<file path="config.mk">
export PLATFORM = sky130hd
export DESIGN_NAME = word_array_ctrl
export DESIGN_NICKNAME = d
export VERILOG_FILES = /design/src/rtl/word_array_ctrl.sv
export SDC_FILE = /design/constraint.sdc
export NUM_CORES = 1
export LEC_CHECK = 0
export ABC_CLOCK_PERIOD_IN_PS = 2200
export BUFFER_PORTS_ARGS = -buffer_cell sky130_fd_sc_hd__buf_2
export CAP_MARGIN = 20
export CORE_UTILIZATION = 49
export DETAILED_ROUTE_END_ITERATION = 7
export PLACE_DENSITY = 0.8
export RECOVER_POWER = 25
export REMOVE_ABC_BUFFERS = 1
export SLEW_MARGIN = 20
export SYNTH_ARGS = -nofsm -noshare
export SYNTH_HDL_FRONTEND = slang
export SYNTH_SLANG_ARGS = --single-unit
</file>
<file path="constraint.sdc">
create_clock -name clk -period 2.2 [get_ports clk]
set_input_delay 0 -clock clk [delete_from_list [all_inputs] [get_ports clk]]
set_output_delay 0 -clock clk [all_outputs]
set_load 0.005 [all_outputs]
</file>
<file path="src/rtl/word_array_ctrl.sv">
// Access sequencer for a bank of word stores: turns a valid/ready request into
// ordered sel_x / op / in_bus strobes and returns a registered response.
module word_array_ctrl #(
   parameter int unsigned NUM_WORDS    = 4,
   parameter int unsigned ADDR_W       = 2,
   parameter int unsigned DATA_W       = 8,
   parameter int unsigned WRITE_CYCLES = 2,
   parameter int unsigned READ_CYCLES  = 1
) (
   input  logic                 clk,
   input  logic                 rst,
   input  logic                 req_valid,
   output logic                 req_ready,
   input  logic                 req_we,
   input  logic [ADDR_W-1:0]    req_addr,
   input  logic [DATA_W-1:0]    req_wdata,
   output logic                 rsp_valid,
   input  logic                 rsp_ready,
   output logic [DATA_W-1:0]    rsp_rdata,
   output logic                 rsp_err,
   output logic [NUM_WORDS-1:0] sel_x,
   output logic                 op,
   output logic [DATA_W-1:0]    in_bus,
   input  logic [DATA_W-1:0]    out_bus
);

   localparam int unsigned CNT_W = 4;

   typedef enum logic [2:0] {IDLE, SETUP, WRITE, HOLD, READ, RESP} state_t;

   state_t               state, state_n;
   logic                 we_q, we_n;
   logic [ADDR_W-1:0]    addr_q, addr_n;
   logic [DATA_W-1:0]    wdata_q, wdata_n;
   logic [CNT_W-1:0]     cnt_q, cnt_n;
   logic [NUM_WORDS-1:0] sel_n;
   logic                 op_n;
   logic [DATA_W-1:0]    in_bus_n;
   logic                 rsp_valid_n;
   logic [DATA_W-1:0]    rsp_rdata_n;
   logic                 rsp_err_n;
   logic                 addr_ok;
   logic [NUM_WORDS-1:0] sel_hot;

   assign req_ready = (state == IDLE) && !rst;
   assign addr_ok   = 32'(addr_q) < NUM_WORDS;
   assign sel_hot   = NUM_WORDS'(1) << addr_q;

   // State and registered outputs
   always_ff @(posedge clk or posedge rst) begin
      if (rst) begin
         state     <= IDLE;
         we_q      <= 1'b0;
         addr_q    <= '0;
         wdata_q   <= '0;
         cnt_q     <= '0;
         sel_x     <= '0;
         op        <= 1'b0;
         in_bus    <= '0;
         rsp_valid <= 1'b0;
         rsp_rdata <= '0;
         rsp_err   <= 1'b0;
      end else begin
         state     <= state_n;
         we_q      <= we_n;
         addr_q    <= addr_n;
         wdata_q   <= wdata_n;
         cnt_q     <= cnt_n;
         sel_x     <= sel_n;
         op        <= op_n;
         in_bus    <= in_bus_n;
         rsp_valid <= rsp_valid_n;
         rsp_rdata <= rsp_rdata_n;
         rsp_err   <= rsp_err_n;
      end
   end

   // Next state and next output values; sel_n defaults low so select is
   // only raised while sitting in WRITE/READ with op and in_bus already stable.
   always_comb begin
      state_n     = state;
      we_n        = we_q;
      addr_n      = addr_q;
      wdata_n     = wdata_q;
      cnt_n       = cnt_q;
      sel_n       = '0;
      op_n        = op;
      in_bus_n    = in_bus;
      rsp_valid_n = rsp_valid;
      rsp_rdata_n = rsp_rdata;
      rsp_err_n   = rsp_err;
      case (state)
         IDLE: begin
            if (req_valid) begin
               state_n  = SETUP;
               we_n     = req_we;
               addr_n   = req_addr;
               wdata_n  = req_wdata;
               op_n     = req_we;
               in_bus_n = req_we ? req_wdata : '0;
            end
         end
         SETUP: begin
            cnt_n = '0;
            if (!addr_ok) begin
               state_n     = RESP;
               rsp_valid_n = 1'b1;
               rsp_err_n   = 1'b1;
               op_n        = 1'b0;
               in_bus_n    = '0;
            end else begin
               state_n = we_q ? WRITE : READ;
               sel_n   = sel_hot;
            end
         end
         WRITE: begin
            if (cnt_q == CNT_W'(WRITE_CYCLES - 1)) begin
               state_n = HOLD;
            end else begin
               cnt_n = cnt_q + CNT_W'(1);
               sel_n = sel_hot;
            end
         end
         HOLD: begin
            state_n     = RESP;
            rsp_valid_n = 1'b1;
            op_n        = 1'b0;
            in_bus_n    = '0;
         end
         READ: begin
            if (cnt_q == CNT_W'(READ_CYCLES - 1)) begin
               state_n     = RESP;
               rsp_valid_n = 1'b1;
               rsp_rdata_n = out_bus;
            end else begin
               cnt_n = cnt_q + CNT_W'(1);
               sel_n = sel_hot;
            end
         end
         RESP: begin
            if (rsp_ready) begin
               state_n     = IDLE;
               rsp_valid_n = 1'b0;
               rsp_err_n   = 1'b0;
               rsp_rdata_n = '0;
               cnt_n       = '0;
            end
         end
         default: state_n = IDLE;
      endcase
   end

endmodule

</file>
# Word level (Yosys, flattened, before mapping)
# Cells that the tools add are included.
# W data, S select, Z words.
[classes]
bitwise = 0
n_reduce_logical = 14
addsub = 1
n_lt_le_gt_ge = 0
n_shift = 1
div_mod_pow = 0
muxes = 24
eq_ne = 12
n_mul = 0
[ops]
columns = ["op", "count"]
rows = [
  ["$mux W8", 4],
  ["$pmux W8 S2", 2],
  ["$mux W4", 5],
  ["$pmux W3 S6", 1],
  ["$pmux W4 S4", 1],
  ["$mux W3", 5],
  ["$ne A2 B2 Y1 const B", 6],
  ["$pmux W4 S3", 1],
  ["$reduce_and A4 Y1", 2],
  ["$eq A3 B2 Y1 const B", 2],
  ["$eq A3 B3 Y1 const B", 2],
  ["$reduce_and A3 Y1", 2],
  ["$add A4 B1 Y4 const B", 1],
  ["$eq A4 B1 Y1 const B", 1],
  ["$logic_not A4 Y1", 1],
  ["$reduce_and A2 Y1", 2],
  ["$reduce_bool A2 Y1", 2],
  ["$reduce_bool A4 Y1", 1],
  ["$shl A1 B2 Y4 const A", 1],
  ["$eq A3 B1 Y1 const B", 1],
  ["$logic_not A3 Y1", 1],
  ["$mux W1", 3],
  ["$pmux W1 S3", 1],
  ["$reduce_bool A3 Y1", 1],
  ["3 further kinds", 3],
]
[totals]
ff_bits = 32
ramBits = 0
word_cells = 61
output_inout_bits = 24
input_bits = 23
rom_bits = 0
latchBits = 0
n_memories = 0

# Logic depth before layout (Yosys ltp)
# Gate-level depths: netlist (run 1).
[depth]
word_depth = 3
ltp_mapped = 6

# Least setup slack after synthesis (run 1)
# Ideal clock, no wire load.
[synth_path]
kind = "flip-flop to flip-flop"
start = "reg cnt_q[0]"
end = "reg cnt_q[2]"
required_ps = 2078
t_arrival_ps = 1645
stages_incl_launch_ff = 7
path_slack_ps = 433
path_buffers = 0
path_cell_list = "dfrtp_1 -> inv_1 -> ha_1 -> or3b_4 -> nor3_4 -> nor3_2 -> a32o_1"
[synth_via]
elab_chain_len = 3
[synth_lines]
columns = ["item", "line_no", "source"]
rows = [
  ["start, declared", "35", "logic [CNT_W-1:0] cnt_q, cnt_n;"],
  ["start signal, assigned", "68", "cnt_q <= cnt_n;"],
  ["$add A4 B1 Y4 (tied with other cells)", "120, 136", ""],
  ["$mux W4 (tied with other cells)", "131", "if (cnt_q == CNT_W'(READ_CYCLES - 1)) begin"],
  ["$pmux W4 S4 / $reduce_and A4 Y1 (equally long branches)", "-", ""],
]
# Several ways; a longest one is shown, not always the timed one. The select of a mux whose other input is x is not followed.
# A chain may end at the register's enable or synchronous reset.

# Final worst setup path (run 1)
[layout_path]
start = "reg cnt_q[1]"
end = "reg rsp_rdata[7]"
[layout_via]
elab_chain_len = 3
[layout_lines]
columns = ["item", "line_no", "source"]
rows = [
  ["$logic_not A4 Y1", "131", ""],
  ["$ne A2 B2 Y1 (no line)", "-", ""],
  ["$reduce_and A3 Y1 (no line)", "-", ""],
  ["end signal, assigned", "73", "rsp_rdata <= rsp_rdata_n;"],
  ["end, declared", "19", "output logic [DATA_W-1:0] rsp_rdata,"],
]
# Every way passes these cells.

==> results.ini, run 1 <==
[logic_synthesis]
ys.flop_type = dfrtp_1
synthDistinctLibCells = 39
syn_inst = 126
ys_seq_area_share_pct = 54.7
yosysTopAreaCellShare_pct = 54.7
yosys-top-cells-count = 32 x dfrtp_1, 9 x nand2_1, 8 x a22o_1, 8 x a22o_2
netlist_area_um2 = 1460
synth.most_common_cell = dfrtp_1
syn_area_per_cell_um2 = 11.6
async_reset_ff_share_pct = 100
synth_seq_cells = 32
ys_warn_count = 0
netlist_top_cells_area = dfrtp_1 55%, a22o_2 5.5%, a22o_1 4.8%
synth_enable_flop_cells = 0
synth_top_area_cell = dfrtp_1

[final_layout]
num-nets-final = 220
drive_gt1_share_pct = 34.4
syn2layout_area_growth_pct = 34.5
num_antenna_cells = 0
nFillCells = 210

[sta]
rsz0062_at_grt = false
fin_hold_ws_ns = 0.0159
drv_slew = 0
hold_viol_final = 0
finClkSkew_ns = 0.00912
final.min_clock_period_ns = 1.86
setup_violations = 0
tns_ns = 0
max_freq_ghz = 0.537
fin_crit_sh_pct = 84.7

[floorplan]
pin_count = 47
start_util_pct = 52.6
rows = 19
die_h_um = 56.6
fp.dieW_um = 56.6
dieArea_um2 = 3210
core_um2 = 2780

[power_and_ir_drop]
power_mw = 2.52
ir_worst_vdd_v = 0.00103
p_leak_nw = 0.989
p_per_area_nw_per_um2 = 1280

[placed_design]
port_buffers = 45
hpwlAfterDp_um = 2260
gp_congestion = 0.830

[outcome]
outcome = finished, final reports clean

[clock_tree]
clock_latency_ns = 0.33
ctsResizeCount = 0
cts.path.max_buffers = 2
cts-root-buf = clkbuf_4
ctsHoldBuffers = 20
clk_pin_slew_ns = 0.10
clock_sinks = 32
htree_levels = 2
cts_tree = built
post_cts_buffers = 0
cts_buffers = 5

[critical_path]
timing.critical_path.from = cnt_q[1]
crit_fanout = 8
critical-path-max-stage-delay_ns = 0.41
startpoint_type = flip-flop
cp_cell_sequence = inv_1 -> ha_1 -> or3b_4 -> o21ai_0 -> nand2_1 -> a22o_2
reg2reg_from = cnt_q[1]
arrival_ns = 2.09
critPathRequiredTime_ns = 2.43
crit_slowest_cell = dfrtp_1
crit_type = flip-flop to flip-flop
end_kind = flip-flop

[global_routing]
met3_usage_pct = 8.29
gr-total-overflow = 0
grtUsageMet2_pct = 41.5
grt_use_met1_pct = 27.9
top_usage_layer = met2
grt_max_degree = 23
grt_pass1_vias = 1291
grt_first_pass_wirelength_um = 5890
grt_usage_pct = 24.4
antenna_found_initial = 0

[drt]
final_antenna_net_count = 0
wirelength_um = 3450
drt_first_iter_violations = 32
via_per_inst = 5.55
drc = 0
first_pass_iters = 4
wl_per_cell_um = 15.3
dr_total_vias = 1254

[min_path]
hp-class = input pin to flip-flop
holdCritStartpoint = rsp_ready

[flow_run]
cap_violations = 0

[logic make-up after synthesis]
family	Yosys count	synth area share (%)
buffers and inverters	13	4.28
DFF	32	54.7
muxes	7	5.05
AOI/OAI and AO/OA	35	19.2
adders and majority gates	3	2.57
and+or+nand+nor	35	13.9
other	1	0.256
[final timing paths]
path	endpoint	slack (ns)	depth (start not counted)
max	rsp_rdata[7]	0.34	6
min	state[2]	0.02	4
max reg2reg	rsp_rdata[7]	0.34	6
max in group asynchronous	state[0]	1.40	4
min in group asynchronous	addr_q[1]	0.18	3
min reg2reg	op	0.50	1
[final cells by class]
class / count / area [um2] / share of cell area [%]
sequential: 32 / 801 / 40.7
tap: 31 / 38.8 / 1.97
clock inverter: 2 / 10.0 / 0.509
inverter: 6 / 22.5 / 1.15
multi-input combinational: 81 / 599 / 30.5
timing repair buffer: 68 / 444 / 22.6
clock buffer: 6 / 51.3 / 2.61
[worst max-delay path: cells and delay by family (launching register included)]
| kind | cells | cell delay (ns) |
|---|---|---|
| AND/OR/NAND/NOR | 2 | 0.62 |
| AO/OA/AOI/OAI | 2 | 0.44 |
| flip-flops | 1 | 0.41 |
| adder cells (fa/ha/maj) | 1 | 0.18 |
| buffers and inverters | 1 | 0.11 |
[sequential cells by signal, summed over array words and instances (netlist names)]
name       flops
in_bus         8
rsp_rdata      8
cnt_q          4
sel_x          4
state          3
addr_q         2
op             1
rsp_valid      1
we_q           1
[report_power, final]
| group | internal (mW) | switching [mW] | leakage, nW |
|---|---|---|---|
| logic | 0.581 | 0.537 | 0.539 |
| clock network | 0.152 | 0.197 | 0.0380 |
| registers | 0.838 | 0.212 | 0.411 |
| total | 1.57 | 0.945 | 0.989 |
[routing by layer]
metal / wire length (um) / vias up
li1: - / 588
met3: 171 / 14
met1: 1340 / 612
met2: 1830 / 40
met4: 106 / 0
met5: 0 / -
[per-stage QoR]
step	setup WS [ns]	instances	utilization (%)	area, um2
4_1_cts	0.368	226	70.9	1970
5_1_grt	0.219	226	70.7	1970
2_1_floorplan	0.433	119	-	1420
3_5_place_dp	0.390	198	61.4	1710
3_3_place_gp	0.467	198	61.4	1710
6_report	0.336	226	70.7	1970
[placed cells by master (no fill, tap or decap), drive strengths merged, types with 5 or more instances in the layout]
cell type,synthesis,layout
nand2b,5,5
nor2,6,6
dfrtp,32,32
a22o,16,16
inv,6,6
clkbuf,2,9
dlygate4sd3,0,20
o21ai,5,5
nand2,9,9
buf,5,45
Power figures use the tool's default switching activity.
==> run 2: changes to the inputs <==
--- a/config.mk
+++ b/config.mk
@@ -5,12 +5,13 @@
 export SDC_FILE = /design/constraint.sdc
 export NUM_CORES = 1
 export LEC_CHECK = 0
-export ABC_CLOCK_PERIOD_IN_PS = 2200
+export ABC_AREA = 1
+export ABC_CLOCK_PERIOD_IN_PS = 1880
 export BUFFER_PORTS_ARGS = -buffer_cell sky130_fd_sc_hd__buf_2
 export CAP_MARGIN = 20
-export CORE_UTILIZATION = 49
+export CORE_UTILIZATION = 50
 export DETAILED_ROUTE_END_ITERATION = 7
-export PLACE_DENSITY = 0.8
+export PLACE_DENSITY = 0.81
 export RECOVER_POWER = 25
 export REMOVE_ABC_BUFFERS = 1
 export SLEW_MARGIN = 20
==> constraint.sdc (replaced) <==
create_clock -name clk -period 1.88 [get_ports clk]
set_input_delay 0 -clock clk [delete_from_list [all_inputs] [get_ports clk]]
set_output_delay 0 -clock clk [all_outputs]
set_load 0.005 [all_outputs]
==> run 2 against run 1 <==
  * The run now ends with DRC left
  * Fmax is 2.7% higher
  * Final cell count is 34% higher
  * Clock-buffer cell count is 1 higher
  * Synthesized cell count is 51% higher
  * Via count is 22% higher
  * Critical endpoint is now in_bus[0]
  * Largest cell class unchanged
==> results.ini, run 2 <==
[outcome]
outcome = finished with violations
failed_checks = DRC

[placed_design]
gp_congestion = 0.892  ; +7.4%
hpwlAfterDp_um = 2290  ; +1.2%
dpl_worst_slack_ns = 0.440  ; +0.0503 ns
place_inst = 264  ; +33%
port_buffers = 45  ; unchanged

[sta]
drv_slew = 0  ; unchanged
max_freq_ghz = 0.551  ; +2.7%
worst_pin_slew_ns = 0.641
finClkSkew_ns = 0.00621  ; -0.00291 ns
hold_viol_final = 0  ; unchanged
final.min_clock_period_ns = 1.82  ; -0.0482 ns
fin_hold_ws_ns = 0.0191  ; +0.00317 ns
worst_slack_ns = 0.0645  ; -0.272 ns
tns_ns = 0  ; unchanged
slew_headroom_pct = 57.3
setup_violations = 0  ; unchanged
fin_crit_sh_pct = 96.6  ; +12 points

[floorplan]
core_um2 = 2850  ; +2.6%
dieArea_um2 = 3360  ; +4.9%
fp.dieW_um = 58.0  ; +2.4%
start_util_pct = 55.0  ; +2.4 points
die_h_um = 58.0  ; +2.4%
pin_count = 47  ; unchanged
rows = 19  ; unchanged

[final_layout]
reg.largest.list = in_bus: 8 flops, rsp_rdata: 8 flops
final_cells = 303  ; +34%
drive_gt1_share_pct = 26.1  ; -8.3 points
layout_commonest_cell = buf_2
num_antenna_cells = 0  ; unchanged
num-nets-final = 297  ; +35%
post-route-util_pct = 77.1  ; +6.3 points
syn2layout_area_growth_pct = 40.2
nFillCells = 209  ; -0.48%
layout_common_cells = 44 x buf_2, 42 x nand2_1, 35 x nand3_1

[logic_synthesis]
syn_area_per_cell_um2 = 8.25  ; -29%
synthDistinctLibCells = 23  ; -41%
ys_warn_count = 0  ; unchanged
netlist_top_cells_area = dfrtp_1 51%, nand3_1 11%, nand2_1 10%
synth_seq_cells = 32  ; unchanged
async_reset_ff_share_pct = 100  ; unchanged
syn_inst = 190  ; +51%
yosys-top-cells-count = 42 x nand2_1, 35 x nand3_1, 32 x dfrtp_1
synth_enable_flop_cells = 0  ; unchanged
synth.most_common_cell = nand2_1
netlist_area_um2 = 1570  ; +7.2%
yosysTopAreaCellShare_pct = 51.1  ; -3.7 points
ys.flop_type = dfrtp_1
ys_seq_area_share_pct = 51.1  ; -3.7 points
synth_top_area_cell = dfrtp_1

[clock_tree]
clk_pin_slew_ns = 0.10  ; about the same
cts_buffers = 5  ; unchanged
clock_latency_ns = 0.34  ; about the same
cts.path.max_buffers = 2  ; unchanged
htree_levels = 2  ; unchanged
clock_sinks = 32  ; unchanged
cts-root-buf = clkbuf_4
cts_tree = built

[drt]
first_pass_iters = 6  ; +2
via_per_inst = 5.06  ; -8.8%
wl_per_cell_um = 12.8  ; -17%
drt_first_iter_violations = 68  ; +110%
final_antenna_net_count = 0  ; unchanged
dr_total_vias = 1534  ; +22%
wirelength_um = 3870  ; +12%
drc = 5  ; +5

[power_and_ir_drop]
p_per_area_nw_per_um2 = 1330  ; +4.0%
ir_worst_vdd_v = 0.000864  ; -16%
p_leak_nw = 1.18  ; +20%

[critical_path]
critPathRequiredTime_ns = 2.16  ; -0.27 ns
crit_type = flip-flop to flip-flop
cp_cell_sequence = nor2_2 -> nand2_1 -> nor2_4 -> buf_4 -> nand3_1 -> dlygate4sd3_1 -> nand2_1
crit_fanout = 7  ; -1
critical-path-max-stage-delay_ns = 0.57  ; +0.16 ns
arrival_ns = 2.09  ; about the same
crit_slowest_cell = dlygate4sd3_1
startpoint_type = flip-flop
end_kind = flip-flop
crit_top_cell = nand2_1

[global_routing]
antenna_found_initial = 0  ; unchanged
grt_pass1_vias = 1527  ; +18%
grt_first_pass_wirelength_um = 6480  ; +10%
grt_max_degree = 27  ; +17%
grt_usage_pct = 25.6  ; +1.2 points
gr-total-overflow = 0  ; unchanged

[flow_run]
cap_violations = 0  ; unchanged

[min_path]
hp-class = input pin to flip-flop

run 2: changes by cell type after synthesis, sizes merged, moves of 5 or more:
cell	delta
nand2b	-5
inv	+21
nand2	+37
o21ai	+13
nand3	+35
a22o	-16
nor2	+8
run 2: worst max-delay path: cells and delay by family (launching register included):
kind	cells	cell delay (ns)
AND/OR/NAND/NOR	5	0.57
buffers and inverters	2	0.73
flip-flops	1	0.45
run 2: area by class of cell:
type | count | area [um2] | area share [%]
Inverter | 27 | 101 | 4.61
Multi-Input combinational cell | 127 | 642 | 29.2
Timing Repair Buffer | 78 | 552 | 25.1
Clock inverter | 1 | 7.51 | 0.341
Tap cell | 31 | 38.8 | 1.76
Sequential cell | 32 | 802 | 36.5
Clock buffer | 7 | 55.1 | 2.50
run 2: where the power goes:
group	switching (mW)	internal, mW	leakage, nW
clock network	0.232	0.183	0.0315
registers	0.181	0.959	0.416
logic	0.802	0.566	0.735
run 2: kinds of logic (layout without fill, tap and decap cells):
| kind of cell | Yosys count | in the layout | synth area share, % |
|---|---|---|---|
| AO/OA/AOI/OAI | 19 | 19 | 6.30 |
| XOR/XNOR | 1 | 1 | 0.559 |
| adder cells (fa/ha/maj) | 3 | 3 | 2.39 |
| buffers and inverters | 31 | 113 | 7.98 |
| flip-flops | 32 | 32 | 51.1 |
| other | 1 | 1 | 0.239 |
| AND/OR/NAND/NOR | 103 | 103 | 31.4 |
run 2: path summary, 6_finish.rpt:
path | from | end | slack, ns | cells after the start
worst max register to register | state[1] | in_bus[0] | 0.06 | 7
min in group asynchronous | rst | in_bus[7] | 0.14 | 3
worst max-delay path | state[1] | in_bus[0] | 0.06 | 7
worst min-delay path | rsp_ready | state[0] | 0.02 | 4
worst min register to register | we_q | state[1] | 0.48 | 2
max in group asynchronous | rst | state[0] | 0.82 | 4
run 2: per-stage QoR:
stage / instance area [um2] / total power [mW]
floorplan: 1540 / 1.95
global placement: 1820 / 2.32
detailed placement: 1820 / 2.35
CTS: 2170 / 2.82
global route: 2200 / 3.18
finish: 2200 / 2.92
run 2: metal layers:
layer	wire, um	GRT usage, %
met4	81	9.18
met2	1980	47.3
met1	1530	28.1
met3	274	6.70
met5	0	0
run 2: timing repair:
| item | 4_1_cts | 5_1_grt |
|---|---|---|
| hold endpoints to repair | 51 | 0 |
| setup endpoints to repair | 0 | 8 |
| buffers inserted | 0 | 3 |
| resized for setup | 0 | 1 |
| hold buffers | 28 | 0 |
==> run 3: changes to the inputs <==
--- a/config.mk
+++ b/config.mk
@@ -9,9 +9,11 @@
 export ABC_CLOCK_PERIOD_IN_PS = 1880
 export BUFFER_PORTS_ARGS = -buffer_cell sky130_fd_sc_hd__buf_2
 export CAP_MARGIN = 20
-export CORE_UTILIZATION = 50
+export CELL_PAD_IN_SITES_DETAIL_PLACEMENT = 1
+export CELL_PAD_IN_SITES_GLOBAL_PLACEMENT = 1
+export CORE_UTILIZATION = 36
 export DETAILED_ROUTE_END_ITERATION = 7
-export PLACE_DENSITY = 0.81
+export PLACE_DENSITY = 0.8
 export RECOVER_POWER = 25
 export REMOVE_ABC_BUFFERS = 1
 export SLEW_MARGIN = 20
==> run 3 against run 2 <==
  * The flow now finishes without violations
  * Register-to-register slack better by 0.26 ns
  * Largest power group unchanged
  * First-iteration DRC count up 110%
  * Sequential share of layout area up 1.1 points
  * Non-clock buffer count down 13
  * Clock power up 57%
  * Critical endpoint is now rsp_rdata[2]
  * Sequential cell count unchanged
  * Fmax up 17%
  * Critical path depth unchanged
  * Utilization down 25 points
  * Global-route usage down 4.0 points
  * Final cell count up 2.0%
==> results.ini, run 3 (same netlist as run 2, synthesis figures left out) <==
[clock_tree]
cts_buffers = 5  ; unchanged
cts_tree = built
post_cts_buffers = 0  ; unchanged
cts-root-buf = clkbuf_8
clock_latency_ns = 0.29  ; -0.05 ns
ctsHoldBuffers = 18  ; -36%
clk_pin_slew_ns = 0.06  ; -0.04 ns
clock_sinks = 32  ; unchanged
htree_levels = 2  ; unchanged
ctsResizeCount = 0  ; unchanged
cts.path.max_buffers = 2  ; unchanged

[global_routing]
grt_first_pass_wirelength_um = 7340  ; +13%
grt_usage_pct = 21.6  ; -4.0 points
grt_max_degree = 20  ; -26%
antenna_found_initial = 0  ; unchanged
grt_pass1_vias = 1572  ; +2.9%
gr-total-overflow = 0  ; unchanged

[placed_design]
place_area_um2 = 1860  ; +2.0%
port_buffers = 45  ; unchanged
hpwlAfterDp_um = 2900  ; +27%
gp_congestion = 0.813  ; -8.8%

[floorplan]
fp.dieW_um = 68.0  ; +17%
rows = 23  ; +4
die_h_um = 68.0  ; +17%
pin_count = 47  ; unchanged
core_um2 = 4090  ; +43%
dieArea_um2 = 4620  ; +37%
start_util_pct = 38.4  ; -17 points

[sta]
max_freq_ghz = 0.645  ; +17%
tns_ns = 0  ; unchanged
slew_headroom_pct = 60.3  ; +3.0 points
finClkSkew_ns = 0.00465  ; -0.00157 ns
drv_slew = 0  ; unchanged
hold_viol_final = 0  ; unchanged
rsz0062_at_grt = false
final.min_clock_period_ns = 1.55  ; -0.265 ns
worst_pin_slew_ns = 0.595  ; -0.0453 ns
fin_crit_sh_pct = 82.5  ; -14 points
fin_hold_ws_ns = 0.0322  ; +0.0131 ns
setup_violations = 0  ; unchanged

[drt]
wirelength_um = 4470  ; +16%
drt_first_iter_violations = 144  ; +110%
via_per_inst = 4.95  ; -2.1%
dr_total_vias = 1531  ; -0.20%
final_antenna_net_count = 0  ; unchanged
first_pass_iters = 4  ; -2
wl_per_cell_um = 14.5  ; +13%
drc = 0  ; -5

[min_path]
hp-class = input pin to flip-flop

[critical_path]
end_kind = flip-flop
arrival_ns = 1.70  ; -0.39 ns
critPathRequiredTime_ns = 2.03  ; -0.13 ns
crit_fanout = 9  ; +2
crit_type = flip-flop to flip-flop
startpoint_type = flip-flop

[flow_run]
cap_violations = 0  ; unchanged

[final_layout]
num_antenna_cells = 0  ; unchanged
num-nets-final = 284  ; -4.4%
layout_common_cells = 42 x nand2_1, 35 x nand3_1, 32 x dfrtp_1
layout_commonest_cell = nand2_1
syn2layout_area_growth_pct = 35.9
drive_gt1_share_pct = 20.5  ; -5.6 points
postLayoutCellArea_um2 = 2130  ; -3.1%
reg.largest.list = in_bus: 8 flops, rsp_rdata: 8 flops

[power_and_ir_drop]
ir_worst_vdd_v = 0.000765  ; -12%
power_mw = 3.11  ; +6.2%
p_per_area_nw_per_um2 = 1460  ; +9.6%
p_leak_nw = 1.12  ; -5.7%

[outcome]
outcome = finished, final reports clean

run 3: power by group:
| part | total, mW | internal [mW] | switching [mW] |
|---|---|---|---|
| Sequential | 1.15 | 0.959 | 0.191 |
| Combinational | 1.30 | 0.463 | 0.841 |
| Clock | 0.651 | 0.392 | 0.259 |
| Total | 3.11 | 1.81 | 1.29 |
run 3: worst paths after layout:
| path | end | cells past startpoint | start | slack (ns) |
|---|---|---|---|---|
| worst max register to register | rsp_rdata[2] | 7 | cnt_q[0] | 0.33 |
| min in group asynchronous | state[0] | 3 | rst | 0.36 |
| worst max-delay path | rsp_rdata[2] | 7 | cnt_q[0] | 0.33 |
| worst min register to register | state[1] | 2 | we_q | 0.48 |
| worst min-delay path | rsp_rdata[0] | 3 | out_bus[0] | 0.03 |
| max in group asynchronous | rsp_rdata[3] | 4 | rst | 1.02 |
run 3: metal layers:
metal	GRT usage, %	up-vias	wire, um
li1	-	745	-
met1	25.1	742	1860
met2	37.7	35	2350
met3	5.50	9	158
met4	8.33	0	96
met5	0	-	0
run 3: final cells by class:
cell class,count,area (um2)
clock buffer,5,68.8
timing repair buffer,65,413
sequential,32,801
clock inverter,3,42.5
multi-input combinational,127,642
fill,511,1960
inverter,27,101
tap,50,62.6
run 3: through the flow:
stage	setup slack [ns]	instances	utilization, %
final	0.329	309	52.1
after global routing	0.205	309	52.1
after CTS	0.308	309	52.6
after detailed placement	0.353	283	45.5
after global placement	0.386	283	45.5
after floorplan	0.567	186	-
run 3: critical path, cell delays in order, from the launching register on:
cell	delay, ns
dfrtp_1	0.46
inv_1	0.09
ha_1	0.16
inv_1	0.07
nor2_4	0.22
nand2_2	0.10
o21ai_2	0.16
o21ai_0	0.15
